## src/rtl/bit_serializer.sv

```systemverilog
// Parallel-to-serial transmitter; LSB first, or MSB first of the effective word when SER_MSB_FIRST_EN is defined.
// Latency: bit 0 registered on D at the accept edge, one bit per cycle after, done one cycle after the last bit.
// Backpressure: load_ready is high only in IDLE; load_valid is ignored while a word is shifting.
module bit_serializer #(
   parameter int WIDTH = 8,
   parameter int LEN_W = $clog2(WIDTH + 1)
) (
   input  logic             clk,
   input  logic             rstn,
   input  logic             load_valid,
   input  logic [WIDTH-1:0] load_data,
   input  logic [LEN_W-1:0] load_len,
   output logic             load_ready,
   input  logic             abort,
   output logic             D,
   output logic             d_valid,
   output logic             done
);

   typedef enum logic {
      IDLE  = 1'b0,
      SHIFT = 1'b1
   } state_t;

   localparam logic [LEN_W-1:0] LEN_MAX = LEN_W'(WIDTH);
   localparam logic [LEN_W-1:0] LEN_ONE = LEN_W'(1);

   state_t           state_q;
   logic [WIDTH-1:0] sr_q;
   logic [LEN_W-1:0] cnt_q;
   logic             d_q;
   logic             vld_q;
   logic             done_q;

   logic [LEN_W-1:0] len_d;
   logic             first_bit_d;
   logic [WIDTH-1:0] sr_load_d;
   logic             next_bit_d;
   logic [WIDTH-1:0] sr_next_d;

   // Zero and out-of-range lengths both mean a full-width word.
   always_comb begin
      len_d = load_len;
      if ((load_len == '0) || (load_len > LEN_MAX)) begin
         len_d = LEN_MAX;
      end
   end

`ifdef SER_MSB_FIRST_EN
   logic [WIDTH-1:0] word_aligned_d;

   // Left-align the effective word so its top bit always sits at WIDTH-1.
   always_comb begin
      word_aligned_d = load_data << (LEN_MAX - len_d);
      first_bit_d    = word_aligned_d[WIDTH-1];
      sr_load_d      = word_aligned_d << 1;
      next_bit_d     = sr_q[WIDTH-1];
      sr_next_d      = sr_q << 1;
   end
`else
   always_comb begin
      first_bit_d = load_data[0];
      sr_load_d   = load_data >> 1;
      next_bit_d  = sr_q[0];
      sr_next_d   = sr_q >> 1;
   end
`endif

   always_ff @(posedge clk or negedge rstn) begin
      if (!rstn) begin
         state_q <= IDLE;
         sr_q    <= '0;
         cnt_q   <= '0;
         d_q     <= 1'b0;
         vld_q   <= 1'b0;
         done_q  <= 1'b0;
      end else begin
         case (state_q)
            IDLE: begin
               done_q <= 1'b0;
               if (load_valid) begin
                  state_q <= SHIFT;
                  sr_q    <= sr_load_d;
                  cnt_q   <= len_d;
                  d_q     <= first_bit_d;
                  vld_q   <= 1'b1;
               end
            end
            SHIFT: begin
               // Abort wins over the last-bit transition and suppresses done.
               if (abort) begin
                  state_q <= IDLE;
                  sr_q    <= '0;
                  cnt_q   <= '0;
                  d_q     <= 1'b0;
                  vld_q   <= 1'b0;
                  done_q  <= 1'b0;
               end else if (cnt_q == LEN_ONE) begin
                  state_q <= IDLE;
                  sr_q    <= '0;
                  cnt_q   <= '0;
                  d_q     <= 1'b0;
                  vld_q   <= 1'b0;
                  done_q  <= 1'b1;
               end else begin
                  sr_q  <= sr_next_d;
                  cnt_q <= cnt_q - LEN_ONE;
                  d_q   <= next_bit_d;
               end
            end
            default: begin
               state_q <= IDLE;
               sr_q    <= '0;
               cnt_q   <= '0;
               d_q     <= 1'b0;
               vld_q   <= 1'b0;
               done_q  <= 1'b0;
            end
         endcase
      end
   end

   assign load_ready = (state_q == IDLE);
   assign D          = d_q;
   assign d_valid    = vld_q;
   assign done       = done_q;

endmodule

```

## config.mk

```make
export PLATFORM = sky130hd
export DESIGN_NAME = bit_serializer
export DESIGN_NICKNAME = d
export VERILOG_FILES = /design/src/rtl/bit_serializer.sv
export SDC_FILE = /design/constraint.sdc
export NUM_CORES = 1
export LEC_CHECK = 0
export CAP_MARGIN = 20
export CORE_ASPECT_RATIO = 0.6
export CORE_UTILIZATION = 32
export CTS_CLUSTER_DIAMETER = 150
export CTS_CLUSTER_SIZE = 8
export DETAILED_ROUTE_END_ITERATION = 16
export REMOVE_ABC_BUFFERS = 1
export SLEW_MARGIN = 40
export SYNTH_ARGS = -nofsm -noshare
export SYNTH_HDL_FRONTEND = slang
export SYNTH_SLANG_ARGS = --single-unit
```

## constraint.sdc

```tcl
create_clock -name clk -period 2.2 [get_ports clk]
set_input_delay 0.44 -clock clk [delete_from_list [all_inputs] [get_ports clk]]
set_output_delay 0.44 -clock clk [all_outputs]
set_load 0.1 [all_outputs]
```

==> metrics <==
most instantiated cells after synthesis=15 x dfrtp_1, 7 x nor3b_1, 7 x o21a_1, 7 x o22a_1; Synth Cell Area=just over 800 sq um; Worst path top cell family by delay=flip-flops; Ant. Diodes=0; worst r2r dst=cnt_q[3]; CTS buffer count=3; hold endpoint=sr_q[5]; worst-path fanout max=10; DRC Markers=0; PnR worst setup slack=roughly 0.56 ns; run status=finished clean; RSZ-0062 raised after global routing=false; Total Nets Final=114; final core occ=0.4659; Leakage=roughly 0.45 nW; gp weighted congestion=about 0.76; Post-synth EDFFs=0; Buf/Inv on CP=2; Slew headroom=0.5431; Post-CTS Setup Inserts=0; core area=2277 sq um; CTS tree=done; CTS root buf=clkbuf_8; first drt pass iteration count=4; worst min-delay path class=reg2reg; Cells after Synth=75; largest net degree at the start of global routing=16; htree depth=1; P per Cell Area=roughly 1100 nW/um^2; initial drt markers=just over 80; row cnt=13; number of global-route vias before repair=619; top-area cell type share of the netlist area=0.4644; Clk Latency, worst-skew pair=roughly 0.25 ns; final hold violation count=0; HPWL after detailed placement=around 1300 um; PortBufs=19; drt total wl=1765 um; all-layer global routing usage=0.1602; post-synthesis sequential area ratio=0.4644; area grow syn2layout=31.27%; Via Count=between 600 and 700; Register-to-Register Path Depth=5; Max Clk Rate=0.6080 GHz; Yosys top cell by area=dfrtp_1; layout cell share with drive strength beyond 1=0.1263; clock slew at reported path FFs=roughly 0.06 ns; crit path kind=reg2out; count of final setup violators=0; CP arrival=roughly 1.2 ns; Slew Viols, Final=0; Max rail drop VDD=a little over 0.0005 V; Critical Path End Type=output port; Die H=between 40 and 50 um; Setup TNS=0 ns; antenna violations before repair=0; Critical Path RT=1.76 ns; most frequent cell after synthesis=dfrtp_1; crit-path max cell delay=between 0.4 and 0.5 ns; min-delay src=sr_q[5]; top_reg_cell synth=dfrtp_1; Worst R2R Setup Slack=roughly 0.59 ns; GRT overflow=0; I/O pin count=20; Final Critical Period=between 1.5 and 2 ns; CTS Buffer Depth=2; worst hold slack=0.4801 ns; cell-by-cell listing of the critical path=inv_2 -> buf_12; top post-synthesis cells by area=dfrtp_1 46%, o22a_1 7.6%, nor3b_1 6.5%; Least-Margin Pin Slew=approximately 0.68 ns; asr flop ratio synth=1.000; Die Footprint=2737 sq um; vias per inst=approximately 5.2; starting density of the core=0.3549; Max Cap Violations=0; CP max-delay cell=dfrtp_1; clock skew=around 0.0027 ns; cts hold-fix bufs=0; antenna viol nets, final=0; CP Launch Type=flip-flop; syn_area_per_cell=around 11 sq um; clock sink count=15; Synth cell types=28; R2R Path Start=cnt_q[0]; Yosys warning count=0; die width=roughly 67 um; CTS resizes=0; global-route wire length before repair=between 3000 and 4000 um; period utilisation layout=0.7476; worst hold stages=1; synthesis-stage register bit count=15; routed length per placed instance=between 10 and 15 um; Place WS=0.3584 ns
-- registers in the layout, indices dropped and copies added, names as in the netlist --
signal	flops
D	1
cnt_q	4
d_valid	1
done	1
sr_q	7
state_q	1
-- layout make-up --
cell class,instances,area (sq um)
Timing Repair Buffer,21,207.7
Multi-Input combinational cell,50,376.6
Inverter,5,18.77
Clock buffer,4,45.04
Fill cell,238,1216
Tap cell,30,37.54
Sequential cell,15,375.4
-- stage by stage --
step                instances  area (sq um)  total power, mW
global route              125          1061            1.272
CTS                       125          1061            1.207
floorplan                  70         770.7           0.8095
global placement          121          1016           0.9737
detailed placement        121          1016           0.9781
finish                    125          1061            1.197
-- cell usage in the layout (no fill, tap or decap), types with 2 or more instances in the layout --
cell	n
dfrtp_1	15
clkdlybuf4s50_1	15
nor3b_1	7
o21a_1	7
o22a_1	7
buf_4	5
inv_1	4
nor2_1	4
o22ai_1	3
clkbuf_8	3
and3b_1	2
a21oi_1	2
nor4b_1	2
ha_1	2
-- routing by layer --
metal	part of all wire	global-route usage
met1	0.55	0.2189
met2	0.41	0.2449
met3	0.040	0.05833
met4	0	0.03191
met5	0	0
-- power by group --
| part | internal [mW] | switching [mW] |
|---|---|---|
| clock | 0.128 | 0.0971 |
| combinational | 0.206 | 0.322 |
| sequential | 0.368 | 0.0752 |
-- how the worst max path moves through the flow --
stage	to	from	slack, ns	cells past startpoint
final	load_ready	state_q	0.56	2
after detailed placement	cnt_q[2]	load_valid	0.36	4
after global routing	cnt_q[2]	load_valid	0.48	4
after CTS	load_ready	state_q	0.55	2
after floorplan	cnt_q[2]	cnt_q[1]	0.64	5
after global placement	sr_q[2]	abort	0.40	5
-- kinds of logic after synthesis --
group           count (synthesis)  synth area share
compound gates                 23            0.2167
fa+ha+maj                       2           0.03095
buf+inv                        10           0.06964
flops                          15            0.4644
mux                             1           0.01238
simple gates                   24            0.2059
-- worst reg2reg max path, delay by kind of cell, from the launching register on --
| family | cells | cell delay (ns) |
|---|---|---|
| fa+ha+maj | 1 | 0.20 |
| flops | 1 | 0.42 |
| buf+inv | 1 | 0.18 |
| simple gates | 3 | 0.74 |
No activity file was read; power rests on OpenSTA's default activity.
